`config.mk`:
```
export PLATFORM = sky130hd
export DESIGN_NAME = mem_arbiter_flat
export DESIGN_NICKNAME = d
export VERILOG_FILES = /design/src/rtl/mem_arb_pkg.sv /design/src/rtl/mem_arb_if.sv /design/src/rtl/mem_arb_burst_ctr.sv /design/src/rtl/mem_arbiter.sv /design/src/flat_wrapper.sv
export SDC_FILE = /design/constraint.sdc
export NUM_CORES = 1
export LEC_CHECK = 0
export CAP_MARGIN = 20
export CORE_AREA = 2 2 106 108
export CTS_CLUSTER_SIZE = 30
export DETAILED_ROUTE_END_ITERATION = 16
export DIE_AREA = 0 0 108 110
export PLACE_DENSITY = 0.71
export SYNTH_ARGS = -nofsm -noshare
export SYNTH_HDL_FRONTEND = slang
export SYNTH_HIERARCHICAL = 1
export SYNTH_SLANG_ARGS = --single-unit
```
`constraint.sdc`:
```
create_clock -name clk -period 4 [get_ports clk]
set_input_delay 0.8 -clock clk [delete_from_list [all_inputs] [get_ports clk]]
set_output_delay 0.8 -clock clk [all_outputs]
set_load 0.05 [all_outputs]
```
`src/rtl/mem_arb_pkg.sv`:
```
// Shared types for the memory-port arbiter: FSM states, owner encoding, beat size.
package mem_arb_pkg;

  typedef enum logic [1:0] {
    IDLE,
    BURST,
    DONE
  } state_e;

  typedef enum logic [1:0] {
    OWN_NONE = 2'b00,
    OWN_I    = 2'b01,
    OWN_D    = 2'b10
  } owner_e;

  localparam int unsigned BEAT_BYTES = 4;

endpackage

```
`src/rtl/mem_arb_if.sv`:
```
// Cache-side and memory-side signals of the arbiter; master = arbiter view, slave = environment view.
interface mem_arb_if #(
  parameter int ADDR_W = 32,
  parameter int DATA_W = 32
);
  logic              i_req;
  logic [ADDR_W-1:0] i_addr;
  logic [DATA_W-1:0] i_rdata;
  logic              i_rvalid;
  logic              i_done;
  logic              d_req;
  logic              d_we;
  logic [ADDR_W-1:0] d_addr;
  logic [DATA_W-1:0] d_wdata;
  logic              d_wready;
  logic [DATA_W-1:0] d_rdata;
  logic              d_rvalid;
  logic              d_done;
  logic              mem_req;
  logic              mem_we;
  logic [ADDR_W-1:0] mem_addr;
  logic [DATA_W-1:0] mem_wdata;
  logic              mem_ready;
  logic [DATA_W-1:0] mem_rdata;
  logic [1:0]        grant;

  modport master (
    input  i_req, i_addr, d_req, d_we, d_addr, d_wdata, mem_ready, mem_rdata,
    output i_rdata, i_rvalid, i_done, d_wready, d_rdata, d_rvalid, d_done,
           mem_req, mem_we, mem_addr, mem_wdata, grant
  );

  modport slave (
    output i_req, i_addr, d_req, d_we, d_addr, d_wdata, mem_ready, mem_rdata,
    input  i_rdata, i_rvalid, i_done, d_wready, d_rdata, d_rvalid, d_done,
           mem_req, mem_we, mem_addr, mem_wdata, grant
  );
endinterface

```
`src/rtl/mem_arb_burst_ctr.sv`:
```
// Beat counter for one line burst; wraps to 0 after the last beat, last_o flags beat BURST_LEN-1.
module mem_arb_burst_ctr #(
  parameter int BURST_LEN = 4,
  parameter int BW        = (BURST_LEN > 1) ? $clog2(BURST_LEN) : 1
) (
  input  logic          clk,
  input  logic          reset,
  input  logic          clr_i,
  input  logic          adv_i,
  output logic [BW-1:0] beat_o,
  output logic          last_o
);
  logic [BW-1:0] beat_q;
  logic [BW-1:0] beat_d;

  assign beat_o = beat_q;
  assign last_o = (beat_q == BW'(BURST_LEN - 1));

  always_comb begin
    beat_d = beat_q;
    if (clr_i) begin
      beat_d = '0;
    end else if (adv_i) begin
      beat_d = last_o ? '0 : beat_q + 1'b1;
    end
  end

  always_ff @(posedge clk or posedge reset) begin
    if (reset) begin
      beat_q <= '0;
    end else begin
      beat_q <= beat_d;
    end
  end
endmodule

```
`src/rtl/mem_arbiter.sv`:
```
// Shares one memory port between I-refill and D-refill/writeback: 1-cycle grant, one aligned burst, beats stall on mem_ready.
// Default arbitration is fixed D-over-I; define MEM_ARB_RR_EN for round-robin on simultaneous requests.
module mem_arbiter
  import mem_arb_pkg::*;
#(
  parameter int BURST_LEN = 4,
  parameter int ADDR_W    = 32,
  parameter int DATA_W    = 32
) (
  input logic      clk,
  input logic      reset,
  mem_arb_if.master bus
);
  localparam int BW    = (BURST_LEN > 1) ? $clog2(BURST_LEN) : 1;
  localparam int OFF_W = $clog2(BURST_LEN) + 2;
  localparam logic [ADDR_W-1:0] LINE_MASK = ~((ADDR_W'(1) << OFF_W) - ADDR_W'(1));

  state_e            state_q;
  owner_e            grant_q;
  owner_e            win;
  logic              we_q;
  logic              mem_req_q;
  logic [ADDR_W-1:0] base_q;
  logic [BW-1:0]     beat;
  logic              last_beat;
  logic              beat_done;
  logic              own_i;
  logic              own_d;
`ifdef MEM_ARB_RR_EN
  owner_e            last_q;
`endif

  // mem_req_q is high exactly while in BURST, so it doubles as the state qualifier.
  assign beat_done = mem_req_q & bus.mem_ready;

  mem_arb_burst_ctr #(.BURST_LEN(BURST_LEN)) u_ctr (
    .clk    (clk),
    .reset  (reset),
    .clr_i  (~mem_req_q),
    .adv_i  (beat_done),
    .beat_o (beat),
    .last_o (last_beat)
  );

  always_comb begin
    win = OWN_NONE;
    if (bus.d_req && bus.i_req) begin
`ifdef MEM_ARB_RR_EN
      win = (last_q == OWN_D) ? OWN_I : OWN_D;
`else
      win = OWN_D;
`endif
    end else if (bus.d_req) begin
      win = OWN_D;
    end else if (bus.i_req) begin
      win = OWN_I;
    end
  end

  always_ff @(posedge clk or posedge reset) begin
    if (reset) begin
      state_q   <= IDLE;
      grant_q   <= OWN_NONE;
      we_q      <= 1'b0;
      mem_req_q <= 1'b0;
      base_q    <= '0;
`ifdef MEM_ARB_RR_EN
      last_q    <= OWN_I;
`endif
    end else begin
      case (state_q)
        IDLE: begin
          if (win != OWN_NONE) begin
            grant_q   <= win;
            we_q      <= (win == OWN_D) && bus.d_we;
            base_q    <= ((win == OWN_D) ? bus.d_addr : bus.i_addr) & LINE_MASK;
            mem_req_q <= 1'b1;
            state_q   <= BURST;
          end
        end
        BURST: begin
          if (beat_done && last_beat) begin
            mem_req_q <= 1'b0;
            state_q   <= DONE;
          end
        end
        DONE: begin
          grant_q <= OWN_NONE;
`ifdef MEM_ARB_RR_EN
          last_q  <= grant_q;
`endif
          state_q <= IDLE;
        end
        default: state_q <= IDLE;
      endcase
    end
  end

  assign own_i = (grant_q == OWN_I);
  assign own_d = (grant_q == OWN_D);

  assign bus.grant     = grant_q;
  assign bus.mem_req   = mem_req_q;
  assign bus.mem_we    = mem_req_q & we_q;
  assign bus.mem_addr  = mem_req_q ? base_q + ADDR_W'(beat) * ADDR_W'(BEAT_BYTES) : '0;
  assign bus.mem_wdata = (mem_req_q & we_q) ? bus.d_wdata : '0;

  assign bus.i_rvalid = beat_done & ~we_q & own_i;
  assign bus.d_rvalid = beat_done & ~we_q & own_d;
  assign bus.d_wready = beat_done & we_q & own_d;
  assign bus.i_rdata  = bus.i_rvalid ? bus.mem_rdata : '0;
  assign bus.d_rdata  = bus.d_rvalid ? bus.mem_rdata : '0;
  assign bus.i_done   = (state_q == DONE) & own_i;
  assign bus.d_done   = (state_q == DONE) & own_d;
endmodule

```
`src/flat_wrapper.sv`:
```
// flat-port wrapper written by rule: the top's interface ports become plain ports
module mem_arbiter_flat import mem_arb_pkg::*;
#(
  parameter int BURST_LEN = 4,
  parameter int ADDR_W    = 32,
  parameter int DATA_W    = 32
)
  (clk, reset, bus_i_req, bus_i_addr, bus_d_req, bus_d_we, bus_d_addr, bus_d_wdata, bus_mem_ready, bus_mem_rdata, bus_i_rdata, bus_i_rvalid, bus_i_done, bus_d_wready, bus_d_rdata, bus_d_rvalid, bus_d_done, bus_mem_req, bus_mem_we, bus_mem_addr, bus_mem_wdata, bus_grant);
  mem_arb_if #(.ADDR_W(ADDR_W), .DATA_W(DATA_W)) bus_i ();
  input logic clk;
  input logic reset;
  input wire logic [$bits(bus_i.i_req)-1:0] bus_i_req;
  input wire logic [$bits(bus_i.i_addr)-1:0] bus_i_addr;
  input wire logic [$bits(bus_i.d_req)-1:0] bus_d_req;
  input wire logic [$bits(bus_i.d_we)-1:0] bus_d_we;
  input wire logic [$bits(bus_i.d_addr)-1:0] bus_d_addr;
  input wire logic [$bits(bus_i.d_wdata)-1:0] bus_d_wdata;
  input wire logic [$bits(bus_i.mem_ready)-1:0] bus_mem_ready;
  input wire logic [$bits(bus_i.mem_rdata)-1:0] bus_mem_rdata;
  output wire logic [$bits(bus_i.i_rdata)-1:0] bus_i_rdata;
  output wire logic [$bits(bus_i.i_rvalid)-1:0] bus_i_rvalid;
  output wire logic [$bits(bus_i.i_done)-1:0] bus_i_done;
  output wire logic [$bits(bus_i.d_wready)-1:0] bus_d_wready;
  output wire logic [$bits(bus_i.d_rdata)-1:0] bus_d_rdata;
  output wire logic [$bits(bus_i.d_rvalid)-1:0] bus_d_rvalid;
  output wire logic [$bits(bus_i.d_done)-1:0] bus_d_done;
  output wire logic [$bits(bus_i.mem_req)-1:0] bus_mem_req;
  output wire logic [$bits(bus_i.mem_we)-1:0] bus_mem_we;
  output wire logic [$bits(bus_i.mem_addr)-1:0] bus_mem_addr;
  output wire logic [$bits(bus_i.mem_wdata)-1:0] bus_mem_wdata;
  output wire logic [$bits(bus_i.grant)-1:0] bus_grant;
  assign bus_i.i_req = bus_i_req;
  assign bus_i.i_addr = bus_i_addr;
  assign bus_i.d_req = bus_d_req;
  assign bus_i.d_we = bus_d_we;
  assign bus_i.d_addr = bus_d_addr;
  assign bus_i.d_wdata = bus_d_wdata;
  assign bus_i.mem_ready = bus_mem_ready;
  assign bus_i.mem_rdata = bus_mem_rdata;
  assign bus_i_rdata = bus_i.i_rdata;
  assign bus_i_rvalid = bus_i.i_rvalid;
  assign bus_i_done = bus_i.i_done;
  assign bus_d_wready = bus_i.d_wready;
  assign bus_d_rdata = bus_i.d_rdata;
  assign bus_d_rvalid = bus_i.d_rvalid;
  assign bus_d_done = bus_i.d_done;
  assign bus_mem_req = bus_i.mem_req;
  assign bus_mem_we = bus_i.mem_we;
  assign bus_mem_addr = bus_i.mem_addr;
  assign bus_mem_wdata = bus_i.mem_wdata;
  assign bus_grant = bus_i.grant;
  mem_arbiter #(.BURST_LEN(BURST_LEN), .ADDR_W(ADDR_W), .DATA_W(DATA_W)) u_core (.clk(clk), .reset(reset), .bus(bus_i));
endmodule
```
==> metrics.csv <==
metric;value;unit
status;finished, final reports clean;
drc;0;
finalNetCount;668;
slew_headroom;39.4;%
synthFlopType;dfrtp_1;
p_int;679;uW
post_cts_buffers;0;
syn_inst;284;
pin_count;271;
place_inst;666;
synth_edf_count;0;
clkLatencyLatePin;0.28;ns
grt-ovfl-total;0;
antennaDiodeCount;0;
swShare;20.9;%
routed_wl;11700;um
area_growth;126;%
crit_fanout;4;
syn_area_per_cell;9.65;um2
ys_types;28;
ant_nets;0;
grt_pass1_vias;3015;
arrival;2.54;ns
wl_per_cell;17.3;um
grt.total_usage;18.9;%
cts_buffer_depth;2;
grt_max_degree;52;
synth_area;0.00274;mm2
maxCapViolCount;0;
fin_worst_skew;0.00995;ns
clkPwrFrac;36.8;%
grt_setup_unrepaired;no;
clk_pin_slew;0.07;ns
critical_path_class;input pin to output port;
ys_warn_count;6;
htreeDepth;2;
antenna_found_initial;1;
powerDensity;138;mW/mm2
via_per_inst;4.42;
p_switching;179;uW
critPathRequiredTime;3.20;ns
stdcell_count;674;
die_x;108;um
numCtsBuffers;5;
clock-root-buffer;clkbuf_8;
final_area;0.00619;mm2
min_period;3.34;ns
finalSetupViolCount;0;
hold_viol_final;0;
dieArea;0.0119;mm2
hold_buffers;0;
min_period_over_period;83.4;%
whs;0.501;ns
postSynth.asyncResetShare;100;%
core;0.0107;mm2
grt_pass1_wl;17300;um
drt-initial-drc-count;112;
hold_path.class;register to register;
ys_seq_elements;36;
drv_slew;0;
num_rows;38;
port_buffers;260;
p_comb_share;20.6;%
fillers;912;
cts_tree;built;
ctsResizeCount;0;
clock.fmax;300;MHz
place_hpwl;9700;um
cp-start-kind;input pin;
power_frac_seq;42.5;%
worst_pin_slew;0.909;ns
end_kind;output port;
setup_tns;0;ns
place_area;0.00608;mm2
p_leak;0.00269;uW
ir_drop;0.130;mV
fp.dieH;110;um
start_util;25.6;%
via_count;2979;
drtPass1Iterations;4;
place_congestion;0.927;
drive_gt1_share;26.0;%
cts_num_sinks;36;
synth-seq-area-share;32.9;%
## logic make-up (layout without fill, tap and decap cells)
group	Yosys count	after routing	share of synthesized area, %
flops	36	36	32.9
other cells	1	2	0.137
mux	57	57	24.6
compound gates	8	8	1.83
fa+ha+maj	1	1	0.457
buf+inv	30	279	6.35
simple gates	151	151	33.7
## final timing paths
check	startpoint	endpoint	slack [ns]	cells after the start
setup / recovery	bus_mem_ready	bus_d_wready	0.66	4
hold / removal	u_core/base_q[31]$_DFFE_PP0P_	u_core/base_q[31]$_DFFE_PP0P_	0.50	1
setup reg to reg	u_core/state_q[1]$_DFFE_PP0P_	u_core/base_q[18]$_DFFE_PP0P_	2.05	4
hold reg to reg	u_core/base_q[31]$_DFFE_PP0P_	u_core/base_q[31]$_DFFE_PP0P_	0.50	1
max in group asynchronous	reset	u_core/base_q[11]$_DFFE_PP0P_	2.39	3
min in group asynchronous	reset	u_core/u_ctr/beat_o[1]$_DFFE_PP0P_	0.71	2
## layout make-up
| class | count | area [um2] | share of cell area [%] |
|---|---|---|---|
| Sequential cell | 36 | 901 | 14.5 |
| Tap cell | 140 | 175 | 2.83 |
| Clock inverter | 2 | 35.0 | 0.566 |
| Clock buffer | 6 | 72.6 | 1.17 |
| Inverter | 5 | 18.8 | 0.303 |
| Timing Repair Buffer | 266 | 3320 | 53.6 |
| Multi-Input combinational cell | 219 | 1670 | 27.0 |
## state kept, by name (all words and copies together), names as in the netlist
name and count:
u_core/state_q 2, u_core/u_ctr/beat_o 2, u_core/bus.mem_req 1, u_core/bus.grant 2
u_core/we_q 1, u_core/base_q 28
## critical path, cell delays in order
cell,delay (ns)
clkdlybuf4s50_1,0.51
nand2_1,0.13
nor3_1,0.22
clkdlybuf4s50_1,0.87
## metrics by stage
stage,setup slack [ns],total power [uW],util (%)
after CTS,0.654,873,57.9
after global routing,0.530,895,57.9
after detailed placement,0.660,550,56.9
after floorplan,1.17,418,-
final,0.663,858,57.9
after global placement,0.658,547,56.9
## cell usage after synthesis, types with 2 or more instances
cell / count / area, um2
and2_1: 94 / 588
and3_1: 33 / 206
buf_2: 3 / 15.0
buf_4: 3 / 22.5
buf_6: 4 / 45.0
clkbuf_1: 14 / 52.6
dfrtp_1: 36 / 901
inv_1: 5 / 18.8
mux2_2: 47 / 529
mux2_4: 9 / 135
nand2_1: 5 / 18.8
nand2b_1: 5 / 31.3
nor2_1: 6 / 22.5
nor2b_1: 2 / 12.5
nor3_2: 2 / 20.0
o21ai_0: 4 / 20.0
## power by group through the flow
stage	combinational (uW)	clock [uW]	sequential, uW
finish	177	316	365
detailed placement	178	0	372
CTS	179	329	365
global placement	175	0	372
floorplan	44.8	0	374
global route	189	341	365
## routing by layer
metal	vias to the layer above	wire length (um)	GRT usage, %
met2	149	5770	33.9
met1	1389	4610	22.1
met4	2	141	3.75
met3	10	1120	6.41
met5	-	10	0
li1	1429	-	-
## cells in the final DEF, fill, tap and decap left out, drive strengths merged, types with 2 or more instances in the layout
cell type and instances:
nand2 5, inv 5, conb 2, nor2b 2
mux2 56, and3 33, nor3 3, clkdlybuf4s50 194
dfrtp 36, nand2b 5, and2 94, nor2 7
o21ai 5, buf 72, clkbuf 6
No activity file was read; power rests on OpenSTA's default activity.
